**src/rtl/vdma_vtg_pkg.sv**
```systemverilog
// rtl/vdma_vtg_pkg.sv - timing set, format constants, format decode and FSM state enum
package vdma_vtg_pkg;

  typedef struct packed {
    logic [15:0] htotal;
    logic [15:0] hactive;
    logic [15:0] hfp;
    logic [15:0] hsync;
    logic [15:0] vtotal;
    logic [15:0] vactive;
    logic [15:0] vfp;
    logic [15:0] vsync;
  } vtg_timing_t;

  typedef enum logic [1:0] {
    VTG_IDLE  = 2'd0,
    VTG_RUN   = 2'd1,
    VTG_DRAIN = 2'd2
  } vtg_state_e;

  localparam logic [63:0] VTG_FMT_1080P60 = "1080P@60";
  localparam logic [63:0] VTG_FMT_720P60  = {8'h00, "720P@60"};
  localparam logic [63:0] VTG_FMT_480P60  = {8'h00, "480P@60"};

  localparam vtg_timing_t VTG_1080P60 = '{htotal: 16'd2200, hactive: 16'd1920, hfp: 16'd88,
                                          hsync: 16'd44, vtotal: 16'd1125, vactive: 16'd1080,
                                          vfp: 16'd4, vsync: 16'd5};
  localparam vtg_timing_t VTG_720P60  = '{htotal: 16'd1650, hactive: 16'd1280, hfp: 16'd110,
                                          hsync: 16'd40, vtotal: 16'd750, vactive: 16'd720,
                                          vfp: 16'd5, vsync: 16'd5};
  localparam vtg_timing_t VTG_480P60  = '{htotal: 16'd800, hactive: 16'd640, hfp: 16'd16,
                                          hsync: 16'd96, vtotal: 16'd525, vactive: 16'd480,
                                          vfp: 16'd10, vsync: 16'd2};

  function automatic logic vtg_fmt_legal(input logic [63:0] fmt);
    return (fmt == VTG_FMT_1080P60) || (fmt == VTG_FMT_720P60) || (fmt == VTG_FMT_480P60);
  endfunction

  // Unknown strings fall back to 1080P; legality is enforced separately at elaboration.
  function automatic vtg_timing_t vtg_timing(input logic [63:0] fmt);
    if (fmt == VTG_FMT_480P60) return VTG_480P60;
    if (fmt == VTG_FMT_720P60) return VTG_720P60;
    return VTG_1080P60;
  endfunction

endpackage

```
**src/rtl/vdma_ex_timing_gen.sv**
```systemverilog
// rtl/vdma_ex_timing_gen.sv - video timing generator with IDLE/RUN/DRAIN frame control
// Optional frame counter output enabled by macro VDMA_VTG_FRAME_CNT_EN.
module vdma_ex_timing_gen
  import vdma_vtg_pkg::*;
#(
  parameter logic [63:0] VIDEO_FORMAT = "1080P@60"
) (
  input  logic        pclk,
  input  logic        prst_n,
  input  logic        enable,
  output logic        vsync,
  output logic        hsync,
  output logic        de,
  output logic [15:0] vactive,
  output logic [15:0] hactive,
  output logic        frame_start,
  output logic        busy
`ifdef VDMA_VTG_FRAME_CNT_EN
  ,
  output logic [15:0] frame_cnt
`endif
);

  localparam vtg_timing_t T        = vtg_timing(VIDEO_FORMAT);
  localparam logic [15:0] H_LAST   = T.htotal - 16'd1;
  localparam logic [15:0] V_LAST   = T.vtotal - 16'd1;
  localparam logic [15:0] HS_START = T.hactive + T.hfp;
  localparam logic [15:0] HS_END   = HS_START + T.hsync;
  localparam logic [15:0] VS_START = T.vactive + T.vfp;
  localparam logic [15:0] VS_END   = VS_START + T.vsync;

  if (!vtg_fmt_legal(VIDEO_FORMAT)) begin : g_bad_format
    $error("vdma_ex_timing_gen: illegal VIDEO_FORMAT");
  end

  vtg_state_e  state_q, state_d;
  logic [15:0] hcnt_q, hcnt_d;
  logic [15:0] vcnt_q, vcnt_d;
  logic        vsync_q, vsync_d;
  logic        hsync_q, hsync_d;
  logic        de_q, de_d;
  logic        frame_start_q, frame_start_d;
  logic        busy_q, busy_d;
  logic        h_last, v_last, in_frame;

  always_ff @(posedge pclk or negedge prst_n) begin
    if (!prst_n) begin
      state_q       <= VTG_IDLE;
      hcnt_q        <= 16'd0;
      vcnt_q        <= 16'd0;
      vsync_q       <= 1'b0;
      hsync_q       <= 1'b0;
      de_q          <= 1'b0;
      frame_start_q <= 1'b0;
      busy_q        <= 1'b0;
    end else begin
      state_q       <= state_d;
      hcnt_q        <= hcnt_d;
      vcnt_q        <= vcnt_d;
      vsync_q       <= vsync_d;
      hsync_q       <= hsync_d;
      de_q          <= de_d;
      frame_start_q <= frame_start_d;
      busy_q        <= busy_d;
    end
  end

  always_comb begin
    state_d  = state_q;
    hcnt_d   = hcnt_q;
    vcnt_d   = vcnt_q;
    h_last   = (hcnt_q == H_LAST);
    v_last   = (vcnt_q == V_LAST);
    in_frame = (state_q == VTG_RUN) || (state_q == VTG_DRAIN);

    unique case (state_q)
      VTG_IDLE: begin
        hcnt_d = 16'd0;
        vcnt_d = 16'd0;
        if (enable) state_d = VTG_RUN;
      end
      VTG_RUN, VTG_DRAIN: begin
        // At frame end a low enable stops cleanly; otherwise the next frame follows seamlessly.
        if (h_last && v_last) state_d = enable ? VTG_RUN : VTG_IDLE;
        else                  state_d = enable ? VTG_RUN : VTG_DRAIN;
        hcnt_d = h_last ? 16'd0 : hcnt_q + 16'd1;
        if (h_last) vcnt_d = v_last ? 16'd0 : vcnt_q + 16'd1;
      end
      default: begin
        state_d = VTG_IDLE;
        hcnt_d  = 16'd0;
        vcnt_d  = 16'd0;
      end
    endcase

    de_d          = in_frame && (hcnt_q < T.hactive) && (vcnt_q < T.vactive);
    hsync_d       = in_frame && (hcnt_q >= HS_START) && (hcnt_q < HS_END);
    vsync_d       = in_frame && (vcnt_q >= VS_START) && (vcnt_q < VS_END);
    frame_start_d = (state_q == VTG_RUN) && (hcnt_q == 16'd0) && (vcnt_q == 16'd0);
    busy_d        = in_frame;
  end

`ifdef VDMA_VTG_FRAME_CNT_EN
  logic [15:0] frame_cnt_q, frame_cnt_d;

  always_ff @(posedge pclk or negedge prst_n) begin
    if (!prst_n) frame_cnt_q <= 16'd0;
    else         frame_cnt_q <= frame_cnt_d;
  end

  always_comb begin
    frame_cnt_d = frame_start_d ? frame_cnt_q + 16'd1 : frame_cnt_q;
  end

  assign frame_cnt = frame_cnt_q;
`endif

  assign vsync       = vsync_q;
  assign hsync       = hsync_q;
  assign de          = de_q;
  assign frame_start = frame_start_q;
  assign busy        = busy_q;
  assign vactive     = T.vactive;
  assign hactive     = T.hactive;

endmodule

```
**config.mk**
```make
export PLATFORM = sky130hd
export DESIGN_NAME = vdma_ex_timing_gen
export DESIGN_NICKNAME = d
export VERILOG_FILES = /design/src/rtl/vdma_vtg_pkg.sv /design/src/rtl/vdma_ex_timing_gen.sv
export SDC_FILE = /design/constraint.sdc
export NUM_CORES = 1
export LEC_CHECK = 0
export CAP_MARGIN = 20
export CORE_ASPECT_RATIO = 1.5
export CORE_MARGIN = 2
export CORE_UTILIZATION = 48
export DETAILED_ROUTE_END_ITERATION = 16
export HOLD_SLACK_MARGIN = 0.12
export PLACE_DENSITY = 0.84
export SYNTH_ARGS = -nofsm -noshare
export SYNTH_HDL_FRONTEND = slang
export SYNTH_SLANG_ARGS = --single-unit
```
**constraint.sdc**
```tcl
create_clock -name pclk -period 1.96 [get_ports pclk]
set_clock_uncertainty 0.15 [all_clocks]
set_input_delay 0.196 -clock pclk [delete_from_list [all_inputs] [get_ports pclk]]
set_output_delay 0.196 -clock pclk [all_outputs]
set_load 0.02 [all_outputs]
```
======== Word level (Yosys, flattened, before mapping) ========
Index checks and enable logic that the tools add are counted.
cells by class
  add/sub/neg operators ................... 2
  multipliers ............................. 0
  div/mod/pow operators ................... 0
  order comparisons ....................... 6
  equality and inequality tests ........... 6
  shift operators ......................... 0
  mux-type cells .......................... 10
  bitwise logic cells ..................... 0
  reduce and logical (&&, ||, !) cells .... 14
operator list
  operator                                                                               count
  16-bit two-way mux                                                                     5
  16-bit by 11-bit less-than comparator with 1-bit output, second input constant         3
  16-bit by 1-bit adder with 16-bit output, second input constant                        2
  16-bit by 11-bit greater-or-equal comparator with 1-bit output, second input constant  2
  16-bit zero test                                                                       2
  16-bit by 11-bit equality test with 1-bit output, second input constant                1
  16-bit by 12-bit equality test with 1-bit output, second input constant                1
  16-bit by 12-bit less-than comparator with 1-bit output, second input constant         1
  1-bit logical AND                                                                      9
  2-bit two-way mux                                                                      3
  2-bit inequality test, second input constant                                           2
  2-bit case mux with 2 select lines                                                     1
  2-bit by 1-bit equality test with 1-bit output, second input constant                  1
  2-bit equality test, second input constant                                             1
  2-bit zero test                                                                        1
  2-bit OR reduction                                                                     1
  1-bit logical OR                                                                       1
  1-bit two-way mux                                                                      1
storage, ports and cells
  register bits after elaboration ......... 39
  latch bits .............................. 0
  memory bits (writable) .................. 0
  bits in read-only memories .............. 0
  input port bits ......................... 3
  output and inout bits ................... 37
  logic and storage cells ................. 46
  memories ................................ 0

======== Logic depth before layout (Yosys ltp) ========
  depth in word-level cells ............... 4
  mapped depth ............................ 7
  mapped depth without buffers ............ 6

======== Worst setup path before layout ========
Ideal clock, no wire load.
  kind .................................... register -> register
  start point ............................. reg hcnt_q[0]
  end point ............................... reg vcnt_q[14]
  library setup time ...................... 136 ps
  arrival ................................. 1551 ps
  data required time ...................... 1674 ps
  slack ................................... 124 ps
  cell stages (with the launch flop) ...... 7
  path buffers ............................ 1
  clock period less this slack ............ 1836 ps
  path through ............................ dfrtp_1 -> ha_1 -> and3_1 -> nand4_4 -> buf_6 -> o311ai_1 -> o41ai_1
on the way
  cells in the longest elaborated chain, start to end .. 2
ends and longest elaborated chain
  element                                           RTL line                  text
  start: declaration                                vdma_ex_timing_gen.sv:37  logic [15:0] hcnt_q, hcnt_d;
  start signal: assignment                          vdma_ex_timing_gen.sv:58  hcnt_q <= hcnt_d;
  16-bit by 12-bit equality test with 1-bit output  vdma_ex_timing_gen.sv:72  h_last = (hcnt_q == H_LAST);
  2-bit inequality test (no line)                   n/a
  end signal: assignment                            vdma_ex_timing_gen.sv:59  vcnt_q <= vcnt_d;
  end: declaration                                  vdma_ex_timing_gen.sv:38  logic [15:0] vcnt_q, vcnt_d;
Every way passes these cells.
A chain may end at the register's enable or synchronous reset.

======== Final worst setup path ========
  start point ............................. reg hcnt_q[15]
  end point ............................... reg vcnt_q[11]
The elaborated chain is that of the path after synthesis.

==> results.toml <==
[floorplan]
initial_core_util = 0.497
die_w_um = 63.7
die-area_mm2 = 0.00596
fp-row-count = 32
num_io_pins = 40
core_mm2 = 0.00516
die_h_um = 93.5

[clock_network]
clockBufferDepth = 2
htree_levels = 2
path_clk_slew_ns = 0.07
cts-root-buf = "clkbuf_8"
cts_sinks = 39
cts_tree = "yes"
worstSkewPairLatency_ns = 0.29
cts_made_buffers = 5

[grt]
antenna_found_initial = 0
grt_overflow = 0
grt_pass1_wl_mm = 9.18
grt_util_all_layers = 0.194
grt_max_degree = 22
grt_pass1_vias = 2015

[placement]
portBuffers = 7
dp_hpwl_mm = 4.00
gp_congestion = 0.945

[routing]
drt_iter0_drc = 183
totalWireLength_mm = 5.68
vias = 2141
final_antenna_net_count = 0
first_pass_iters = 7
drc_errors = 0
wire_per_inst_um = 14.8
viasPerCell = 5.56

[setup_path]
worst_r2r_endpoint = "vcnt_q[11]"
cp_max_fo = 5
crit_type = "reg -> reg"
cp-start-kind = "flop"
rrSetupSlack_ns = -0.009
cp.arrival_ns = 1.98
r2r_cells = 5
reg2reg_from = "hcnt_q[15]"
cp-end-kind = "flop"
required_ns = 1.97

[layout]
mostFrequentLayoutCell = "dfrtp_1"
drive_gt1_frac = 0.177
area_growth_pct = 14.9
mostFrequentLayoutCells = "dfrtp_1, conb_1, buf_4, nand2_1, nand3_1"
n_antenna_cell = 0
nNetsFinal = 327

[logic_synthesis]
postSynthAreaPerCell_um2 = 9.16
synth_top_area_frac = 0.380
synth_seq_cells = 39
yosys_most_used_dff = "dfrtp_1"
ys.warnings.count = 0
ys_seq_area_frac = 0.380
synth_edf_count = 0
yosys.cell_types.count = 44
synth_area_mm2 = 0.00256
synth_top_area_cell = "dfrtp_1"
syn-instance-count = 280
ys_async_sr_fraction = 1.00
synth.area.top_cells = "dfrtp_1, buf_4, nand2_1, nand3_1, ha_1"

[sta]
max_freq_ghz = 0.508
rsz0062_at_grt = "yes"
period_minus_slack_ns = 1.97
hold_slack_ns = 0.225
finalHoldViolCount = 0
setup_viol = 1
setup_tns_ns = -0.00865
setup_ws_ns = -0.00865
final.period_utilization = 1.00
finalMaxSlewViolations = 0

[power]
finalPower_mw = 2.67
peakVddDrop_mv = 0.465
powerDensity_mw_per_mm2 = 907
cellLeakagePower_nw = 1.31

[status]
violations = "setup timing"
status = "finished, violations left"

[run]
drv_cap = 0

[hold_path]
min_path_type = "in -> async"
## worst max path at each step
| stage | start | cells past startpoint | to |
|---|---|---|---|
| global route | hcnt_q[15] | 6 | vcnt_q[6] |
| CTS | hcnt_q[13] | 4 | vcnt_q[11] |
| global placement | hcnt_q[13] | 4 | vcnt_q[11] |
| detailed placement | hcnt_q[13] | 4 | vcnt_q[11] |
| floorplan | hcnt_q[0] | 6 | vcnt_q[14] |
| finish | hcnt_q[15] | 5 | vcnt_q[11] |
## state kept, by name, indices dropped and copies added (netlist names)
name,cells
frame_start,1
state_q,2
hcnt_q,16
de,1
vcnt_q,16
vsync,1
busy,1
hsync,1
## area by class of cell
type | count | area (um2)
Timing Repair Buffer | 41 | 335
Fill cell | 447 | 2220
Sequential cell | 39 | 977
Tap cell | 68 | 85.1
Inverter | 10 | 37.5
Clock inverter | 1 | 30.0
Clock buffer | 6 | 72.6
Multi-Input combinational cell | 220 | 1410
## critical path: stages (launching register included)
cell and delay, ns:
dfrtp_1 0.43, nor4_4 0.32, buf_4 0.21, nand4_4 0.15, o311ai_1 0.42, o41ai_2 0.15
## cells in the mapped netlist, types with 2 or more instances
| master | instances |
|---|---|
| a211oi_1 | 2 |
| a21boi_0 | 2 |
| a21oi_1 | 15 |
| and2_1 | 3 |
| and3_1 | 8 |
| and4_1 | 4 |
| buf_2 | 4 |
| buf_4 | 32 |
| buf_6 | 3 |
| clkbuf_1 | 3 |
| conb_1 | 2 |
| dfrtp_1 | 39 |
| ha_1 | 7 |
| inv_1 | 10 |
| nand2_1 | 29 |
| nand2b_1 | 6 |
| nand3_1 | 19 |
| nand3b_1 | 4 |
| nand4_1 | 7 |
| nand4_4 | 2 |
| nor2_1 | 17 |
| nor3_1 | 6 |
| nor3b_1 | 3 |
| nor4_1 | 2 |
| nor4_4 | 2 |
| nor4b_2 | 2 |
| o21ai_0 | 8 |
| o311ai_1 | 3 |
| o32ai_1 | 7 |
| o41ai_1 | 3 |
| or3_1 | 4 |
| xor2_1 | 10 |
## where the power goes
part | switching, mW | total [mW] | internal (mW)
logic | 0.662 | 1.10 | 0.441
registers | 0.0462 | 0.924 | 0.878
clock network | 0.273 | 0.646 | 0.373
total | 0.981 | 2.67 | 1.69
## per-layer routing
| metal | wire (um) | up-vias | global-route usage |
|---|---|---|---|
| met1 | 2130 | 1027 | 0.209 |
| met3 | 251 | 22 | 0.0313 |
| li1 | - | 1013 | - |
| met4 | 168 | 0 | 0.0906 |
| met2 | 3130 | 79 | 0.365 |
| met5 | 0 | - | 0 |
## metrics by stage
step	utilization	setup WS, ns	area, um2	cells
finish	0.570	-0.00865	2950	385
global route	0.570	-0.0442	2950	385
CTS	0.555	0.0297	2870	379
detailed placement	0.531	-0.0270	2750	371
global placement	0.531	-0.0137	2750	371
floorplan	-	0.124	2680	310
## kinds of logic (layout without fill, tap and decap cells)
group,after synthesis,after routing,share of synthesized area
AO/OA/AOI/OAI,44,44,0.114
flip-flops,39,39,0.380
multiplexers,1,1,0.00390
XOR/XNOR,10,10,0.0341
AND/OR/NAND/NOR,125,126,0.297
adder cells (fa/ha/maj),7,7,0.0341
other,2,32,0.00293
buffers and inverters,52,58,0.134
## repair_timing
item,4_1_cts,5_1_grt
endpoints found under the setup margin,1,13
resized for setup,1,6
hold buffers,1,0
cloned,0,1
setup buffers,0,5
hold endpoints to repair,39,0
pin swaps,0,5
Power figures use the tool's default switching activity.
